### src/rtl/output_serializer_pkg.sv
// Shared pixel-sensor configuration.
//   DefRowPixels / DefBusPixels / DefPixelBits : default geometry for the serializer
//   pixel_t       : one pixel word at the default pixel width
//   occ_e         : ping-pong occupancy (number of banks holding a row)
//   beat_cnt_width: width of a counter over 'beats' values, never below 1
package PixelSensorConfig;

  localparam int unsigned DefRowPixels = 8;
  localparam int unsigned DefBusPixels = 2;
  localparam int unsigned DefPixelBits = 8;

  typedef logic [DefPixelBits-1:0] pixel_t;

  typedef enum logic [1:0] {
    StEmpty = 2'd0,
    StHalf  = 2'd1,
    StFull  = 2'd2
  } occ_e;

  function automatic int unsigned beat_cnt_width(input int unsigned beats);
    return (beats > 1) ? $clog2(beats) : 1;
  endfunction

endpackage

### src/rtl/output_serializer_row_bank.sv
// One row store of the ping-pong pair.
//   CLK      : clock
//   WE       : load WDATA into the store at the rising edge
//   WDATA    : full row, pixel i in bits [i*PIXEL_BITS +: PIXEL_BITS]
//   BEAT_SEL : logical beat number (0 = first beat emitted)
//   RDATA    : selected beat; REVERSE maps logical beat k to physical beat BEATS-1-k
// Contents are deliberately not reset; occupancy in the parent decides validity.
module row_bank #(
  parameter int unsigned ROW_PIXELS = 8,
  parameter int unsigned BUS_PIXELS = 2,
  parameter int unsigned PIXEL_BITS = 8,
  parameter int unsigned REVERSE    = 0,
  parameter int unsigned BEAT_W     = 2
) (
  input  logic                             CLK,
  input  logic                             WE,
  input  logic [ROW_PIXELS*PIXEL_BITS-1:0] WDATA,
  input  logic [BEAT_W-1:0]                BEAT_SEL,
  output logic [BUS_PIXELS*PIXEL_BITS-1:0] RDATA
);

  localparam int unsigned BEATS     = ROW_PIXELS / BUS_PIXELS;
  localparam int unsigned BEAT_BITS = BUS_PIXELS * PIXEL_BITS;

  logic [ROW_PIXELS*PIXEL_BITS-1:0] row_q;
  logic [BEAT_W-1:0]                phys_sel;

  always_ff @(posedge CLK) begin
    if (WE) begin
      row_q <= WDATA;
    end
  end

  always_comb begin
    phys_sel = (REVERSE != 0) ? (BEAT_W'(BEATS - 1) - BEAT_SEL) : BEAT_SEL;
    RDATA    = '0;
    // Constant part-selects keep the mux free of variable-index arithmetic.
    for (int unsigned b = 0; b < BEATS; b++) begin
      if (phys_sel == BEAT_W'(b)) begin
        RDATA = row_q[b*BEAT_BITS +: BEAT_BITS];
      end
    end
  end

endmodule

### src/rtl/output_serializer.sv
// Row-to-beat serializer with two ping-pong row banks.
//   CLK, RESET_N : clock, asynchronous active-low reset
//   ROW_VALID / ROW_READY / ROW_DATA : upstream row handshake (one full row per transfer)
//   OUT_VALID / OUT_READY / OUT_DATA / OUT_LAST : downstream beat handshake
//   OVERFLOW  : sticky, set when a row is offered with both banks full
//   CLEAR_OVF : synchronous clear of OVERFLOW (a coincident set wins)
module output_serializer
  import PixelSensorConfig::*;
#(
  parameter int unsigned ROW_PIXELS = DefRowPixels,
  parameter int unsigned BUS_PIXELS = DefBusPixels,
  parameter int unsigned PIXEL_BITS = DefPixelBits,
  parameter int unsigned REVERSE    = 0
) (
  input  logic                             CLK,
  input  logic                             RESET_N,
  input  logic                             ROW_VALID,
  input  logic [ROW_PIXELS*PIXEL_BITS-1:0] ROW_DATA,
  output logic                             ROW_READY,
  output logic                             OUT_VALID,
  input  logic                             OUT_READY,
  output logic [BUS_PIXELS*PIXEL_BITS-1:0] OUT_DATA,
  output logic                             OUT_LAST,
  output logic                             OVERFLOW,
  input  logic                             CLEAR_OVF
);

  localparam int unsigned BEATS  = ROW_PIXELS / BUS_PIXELS;
  localparam int unsigned BEAT_W = beat_cnt_width(BEATS);

  if ((BUS_PIXELS == 0) || (ROW_PIXELS % BUS_PIXELS != 0)) begin : g_bad_cfg
    $error("output_serializer: ROW_PIXELS must be a multiple of BUS_PIXELS");
  end

  occ_e              occ_q;
  logic              wp_q;
  logic              rp_q;
  logic [BEAT_W-1:0] beat_q;
  logic              ovf_q;

  logic              row_acc;
  logic              beat_fire;
  logic              last_beat;
  logic              row_done;
  logic [BUS_PIXELS*PIXEL_BITS-1:0] rdata0;
  logic [BUS_PIXELS*PIXEL_BITS-1:0] rdata1;

  // ROW_READY is held low while reset is asserted, not just after it.
  assign ROW_READY = RESET_N && (occ_q != StFull);
  assign OUT_VALID = (occ_q != StEmpty);
  assign last_beat = (beat_q == BEAT_W'(BEATS - 1));
  assign OUT_LAST  = OUT_VALID && last_beat;
  assign OVERFLOW  = ovf_q;

  assign row_acc   = ROW_VALID && ROW_READY;
  assign beat_fire = OUT_VALID && OUT_READY;
  assign row_done  = beat_fire && last_beat;

  always_ff @(posedge CLK or negedge RESET_N) begin
    if (!RESET_N) begin
      occ_q  <= StEmpty;
      wp_q   <= 1'b0;
      rp_q   <= 1'b0;
      beat_q <= '0;
      ovf_q  <= 1'b0;
    end else begin
      if (row_acc) begin
        wp_q <= ~wp_q;
      end

      if (beat_fire) begin
        if (last_beat) begin
          beat_q <= '0;
          rp_q   <= ~rp_q;
        end else begin
          beat_q <= beat_q + BEAT_W'(1);
        end
      end

      // Accept and row completion together leave occupancy unchanged.
      case ({row_acc, row_done})
        2'b10:   occ_q <= (occ_q == StEmpty) ? StHalf : StFull;
        2'b01:   occ_q <= (occ_q == StFull) ? StHalf : StEmpty;
        default: occ_q <= occ_q;
      endcase

      if (ROW_VALID && (occ_q == StFull)) begin
        ovf_q <= 1'b1;
      end else if (CLEAR_OVF) begin
        ovf_q <= 1'b0;
      end
    end
  end

  row_bank #(
    .ROW_PIXELS (ROW_PIXELS),
    .BUS_PIXELS (BUS_PIXELS),
    .PIXEL_BITS (PIXEL_BITS),
    .REVERSE    (REVERSE),
    .BEAT_W     (BEAT_W)
  ) u_bank0 (
    .CLK      (CLK),
    .WE       (row_acc && !wp_q),
    .WDATA    (ROW_DATA),
    .BEAT_SEL (beat_q),
    .RDATA    (rdata0)
  );

  row_bank #(
    .ROW_PIXELS (ROW_PIXELS),
    .BUS_PIXELS (BUS_PIXELS),
    .PIXEL_BITS (PIXEL_BITS),
    .REVERSE    (REVERSE),
    .BEAT_W     (BEAT_W)
  ) u_bank1 (
    .CLK      (CLK),
    .WE       (row_acc && wp_q),
    .WDATA    (ROW_DATA),
    .BEAT_SEL (beat_q),
    .RDATA    (rdata1)
  );

  assign OUT_DATA = !OUT_VALID ? '0 : (rp_q ? rdata1 : rdata0);

endmodule

### config.mk
export PLATFORM = sky130hd
export DESIGN_NAME = output_serializer
export DESIGN_NICKNAME = d
export VERILOG_FILES = /design/src/rtl/output_serializer_pkg.sv /design/src/rtl/output_serializer_row_bank.sv /design/src/rtl/output_serializer.sv
export SDC_FILE = /design/constraint.sdc
export NUM_CORES = 1
export LEC_CHECK = 0
export ABC_CLOCK_PERIOD_IN_PS = 3700
export CORE_MARGIN = 1.5
export CORE_UTILIZATION = 48
export CTS_CLUSTER_SIZE = 16
export DETAILED_ROUTE_END_ITERATION = 16
export GPL_TIMING_DRIVEN = 0
export HOLD_SLACK_MARGIN = 0.12
export PLACE_DENSITY_LB_ADDON = 0.2
export SYNTH_ARGS = -nofsm -noshare
export SYNTH_HDL_FRONTEND = slang
export SYNTH_SLANG_ARGS = --single-unit
### constraint.sdc
create_clock -name CLK -period 3.7 [get_ports CLK]
set_input_delay 0.555 -clock CLK [delete_from_list [all_inputs] [get_ports CLK]]
set_output_delay 0.555 -clock CLK [all_outputs]
set_load 0.05 [all_outputs]
==> results_dict.tcl, run 1 <==
set metrics [dict create \
    antenna_found_initial 0 \
    ir_drop_mv 1.07 \
    htreeDepth 4 \
    drv_slew 0 \
    core_um2 11500 \
    fillCellCount 865 \
    gr-total-overflow 0 \
    final_antenna_net_count 0 \
    cts_tree "built" \
    layout_commonest_cell "edfxtp_1" \
    rsz0062_at_grt "false" \
    pin_count 89 \
    wl_per_cell_um 20.8 \
    synth_area_um2 5670 \
    hold_class "input port to asynchronous set/reset pin" \
    diodes 0 \
    start_util_pct 49.5 \
    power-per-cell-area_nw_per_um2 913 \
    grt_pass1_vias 3882 \
    ys_seq_area_share_pct 70.8 \
    synth_fp_nets 476 \
    drc 0 \
    final_cell_mix "edfxtp_1, clkdlybuf4s50_1, a21oi_1" \
    drive_above_1_share_pct 12.4 \
    p_leak_nw 2.68 \
    holdWs_ps 416 \
    ys_types 29 \
    skew_ps 3.47 \
    synth-edff-count 128 \
    yosys_warnings 0 \
    worstPathMaxFanout 10 \
    grt_pass1_wl_um 21000 \
    cts_buffer_depth 2 \
    path_class "register to output pin" \
    clk_pin_slew_worst_paths_ps 50 \
    fin_crit_sh_pct 95.9 \
    die_width_um 112 \
    area_growth_pct 29.6 \
    wirelength_um 13900 \
    die_area_um2 12500 \
    start_kind "register" \
    dpl.hpwl_um 8820 \
    hold_viol_final 0 \
    vias 3816 \
    drt_iter0_markers 285 \
    track_usage_pct 23.1 \
    multi_input_area_um2 1370 \
    cts_hold_buf 0 \
    setup_viol 0 \
    rows 39 \
    pre_cts_slack_ps 602 \
    routabilityCongestion 0.799 \
    synth_ff_type "edfxtp_1" \
    postSynthCellCount 402 \
    period_minus_slack_ps 3550 \
    cts_sinks 135 \
    max_freq_mhz 282 \
    arrival_ps 2990 \
    setup_slack_ps 151 \
    numCtsBuffers 17 \
    place.port_buffers 88 \
    via_per_inst 5.72 \
    ys_async_sr_fraction_pct 5.19 \
    syn_area_per_cell_um2 14.1 \
    synth.ff_latch_count 135 \
    cp_data_required_time_ps 3140 \
    nets 586 \
    tightest_slew_ps 653 \
    worst_setup_path_end_kind "output pin" \
    drt-pass1-iter-count 4 \
    cts-root-buf "clkbuf_16" \
    regArea_um2 4020 \
    fp.dieH_um 112 \
    worst_skew_pair.late_latency_ps 420 \
    grt_max_degree 65 \
    drv_cap 0 \
    outcome "completed" \
    slew_headroom_pct 56.5 \
]
routing by layer:
metal	vias to the layer above	wire (µm)	GRT usage, %
met4	0	319	10.7
met2	158	6710	35.9
li1	1733	-	-
met3	28	908	6.91
met5	-	0	0
met1	1897	5950	30.1
cells in the mapped netlist (all sizes together) (2+ instances only):
master	count	area [µm²]
buf	19	115
a221oi	32	343
ha	5	62.6
a21o	3	22.5
nand2	31	116
nand3b	32	240
clkbuf	10	40.0
mux2	2	22.5
edfxtp	128	3840
o22a	16	140
nor2	17	66.3
dfrtp	7	175
and2	2	12.5
a21oi	50	250
xor2	2	17.5
inv	38	143
and3	2	12.5
cells by family after synthesis:
group	count (synthesis)	share of synthesized area, %
flip-flops	135	70.8
AO/OA/AOI/OAI	103	13.8
AND/OR/NAND/NOR	87	8.18
buffers and inverters	67	5.25
adder cells (fa/ha/maj)	5	1.10
XOR/XNOR	3	0.463
multiplexers	2	0.397
critical path, stage by stage, from the launching register on:
cell             delay (ps)
dfrtp_1                 430
inv_1                    90
ha_1                    190
buf_4                   170
clkbuf_1                290
a221oi_1                370
o22a_1                  220
clkdlybuf4s50_1         810
path summary, 6_finish.rpt:
kind                       cells past startpoint  slack (ps)                end  startpoint
max reg2reg                                    4        1740  u_bank0.row_q[22]    occ_q[0]
min                                            1         420          beat_q[1]     RESET_N
min reg2reg                                    2         540           OVERFLOW    OVERFLOW
max                                            7         150        OUT_DATA[9]   beat_q[0]
min in group CLK                               2         540           OVERFLOW    OVERFLOW
max in group asynchronous                      1        3020          beat_q[0]     RESET_N
sequential cells by signal (all words and copies together) (netlist names):
name / count
u_bank0.row_q: 64
OVERFLOW: 1
occ_q: 2
rp_q: 1
wp_q: 1
u_bank1.row_q: 64
beat_q: 2
repair_timing:
action                                  in CTS  in global routing
resized for setup                            0                  4
hold endpoints to repair                     0                  0
setup buffers                                0                  0
endpoints found under the setup margin       0                  4
metrics by stage:
step / TNS (ps) / instances / utilization, % / cell area, µm² / power (mW)
3_5_place_dp: 0 / 636 / 59.5 / 6820 / 5.22
5_1_grt: 0 / 667 / 64.1 / 7350 / 7.00
6_report: 0 / 667 / 64.1 / 7350 / 6.71
2_1_floorplan: 0 / 402 / - / 5680 / 4.17
4_1_cts: 0 / 667 / 64.0 / 7340 / 6.73
3_3_place_gp: -98340 / 633 / 58.7 / 6740 / 5.17
cell type report:
class                   count  area share, %
flip-flops and latches    135           54.7
multi-input cells         200           18.6
repair buffers             91           13.1
clock buffers              19           5.89
well taps                 143           2.43
plain buffers              29           2.11
inverters                  38           1.94
clock inverters            12           1.19
power breakdown:
group          total, mW  internal (mW)  switching [mW]
Combinational       3.24           1.16            2.09
Sequential          1.97           1.89          0.0823
Clock               1.50          0.901           0.594
Total               6.71           3.94            2.76
Power figures use the tool's default switching activity.
==> inputs of run 2 (changes only) <==
Settings changed: CAP_MARGIN set to 20, GPL_ROUTABILITY_DRIVEN set to 0.
==> run 2 against run 1 <==
- sequential share of layout area unchanged
- wire length unchanged
- clock skew unchanged
- combinational power about the same
- final area unchanged
- first-iteration DRC count unchanged
- clock-buffer cell count unchanged
- critical path depth unchanged
- critical path type unchanged
- power unchanged
- utilization unchanged
- worst setup slack unchanged
==> results_dict.tcl, run 2 (same netlist as run 1, synthesis figures left out) <==
set metrics [dict create \
    drv_slew 0 \
    p_leak_nw 2.68 \
    drv_cap 0 \
    largestRegisters "u_bank0.row_q: 64 flops, u_bank1.row_q: 64 flops" \
    period_minus_slack_ps 3550 \
    fin_crit_sh_pct 95.9 \
    area_growth_pct 29.6 \
    vias 3816 \
    tightest_slew_ps 653 \
    antenna_found_initial 0 \
    hold_class "input port to asynchronous set/reset pin" \
    tns_ps 0 \
    rsz0062_at_grt "false" \
    multi_input_area_um2 1370 \
    layout_commonest_cell "edfxtp_1" \
    wirelength_um 13900 \
    drt_iter0_markers 285 \
    drc 0 \
    pin_count 89 \
    outcome "completed" \
    cp_data_required_time_ps 3140 \
    hold_viol_final 0 \
    layout.cells.non_filler 667 \
    diodes 0 \
    gr-total-overflow 0 \
    core_um2 11500 \
    cts_buffer_depth 2 \
    power-per-cell-area_nw_per_um2 913 \
    die_width_um 112 \
    cts_tree "built" \
    drt-pass1-iter-count 4 \
    wl_per_cell_um 20.8 \
    cts-root-buf "clkbuf_16" \
    slew_headroom_pct 56.5 \
    skew_ps 3.47 \
    r2r_cells 4 \
    worstPathMaxFanout 10 \
    postLayoutCoreUtil_pct 64.1 \
    regArea_um2 4020 \
    grt_pass1_wl_um 21000 \
    worst_skew_pair.late_latency_ps 420 \
    ir_drop_mv 1.07 \
    final_antenna_net_count 0 \
    final_cell_mix "edfxtp_1, clkdlybuf4s50_1, a21oi_1" \
    timing.rr.start "occ_q[0]" \
    track_usage_pct 23.1 \
    dpl.hpwl_um 8820 \
    placedCellCount 636 \
    pre_cts_slack_ps 602 \
    rows 39 \
    setup_viol 0 \
    place.port_buffers 88 \
    fp.dieH_um 112 \
    numCtsBuffers 17 \
    worst_setup_path_end_kind "output pin" \
    die_area_um2 12500 \
    crit_start "beat_q[0]" \
    start_kind "register" \
    arrival_ps 2990 \
    htreeDepth 4 \
    fillCellCount 865 \
    nets 586 \
    cts_hold_buf 0 \
    r2r_slack_ps 1740 \
    r2r_end "u_bank0.row_q[22]" \
    setup_slack_ps 151 \
    grt_pass1_vias 3882 \
    clk_pin_slew_worst_paths_ps 50 \
    grt_max_degree 65 \
    path_class "register to output pin" \
    cts_sinks 135 \
    max_freq_mhz 282 \
    start_util_pct 49.5 \
    via_per_inst 5.72 \
    drive_above_1_share_pct 12.4 \
]
## run 2: cell counts in the layout (fill, tap and decap cells not counted)
Identical to the previous run, type by type.
## run 2: layer usage
layer	track usage, %	routed length, µm
met2	35.9	6710
met1	30.1	5950
met5	0	0
met4	10.7	319
met3	6.91	908
## run 2: final cells by class
type,instances,share of cell area (%)
Clock buffer,19,5.89
Clock inverter,12,1.19
Timing Repair Buffer,91,13.1
Tap cell,143,2.43
Buffer,29,2.11
Inverter,38,1.94
Multi-Input combinational cell,200,18.6
Sequential cell,135,54.7
## run 2: how the worst max path moves through the flow
stage | slack [ps] | cells after the start | to
after global placement | -910 | 3 | u_bank0.row_q[9]
after CTS | 60 | 8 | OUT_DATA[1]
after global routing | 0.3 | 7 | OUT_DATA[9]
after floorplan | 580 | 3 | u_bank1.row_q[0]
after detailed placement | 600 | 7 | OUT_DATA[11]
final | 150 | 7 | OUT_DATA[9]
## run 2: repair_timing
item | CTS | global route
buffers inserted | 0 | 0
endpoints found under the setup margin | 0 | 4
gates resized for setup | 0 | 4
## run 2: report_power, final
group | internal [mW] | total, mW | switching (mW)
sequential | 1.89 | 1.97 | 0.0823
combinational | 1.16 | 3.24 | 2.09
clock | 0.901 | 1.50 | 0.594
total | 3.94 | 6.71 | 2.76
## run 2: critical path, stage by stage, from the launching register on
cell,delay (ps)
dfrtp_1,430
inv_1,90
ha_1,190
buf_4,170
clkbuf_1,290
a221oi_1,370
o22a_1,220
clkdlybuf4s50_1,810
## run 2: metrics by stage
stage / cell area [µm²] / total power, mW / hold slack, ps
after floorplan: 5680 / 4.17 / 259
after global placement: 6740 / 5.17 / 494
after detailed placement: 6820 / 5.22 / 540
after CTS: 7340 / 6.73 / 421
after global routing: 7350 / 7.00 / 438
final: 7350 / 6.71 / 416
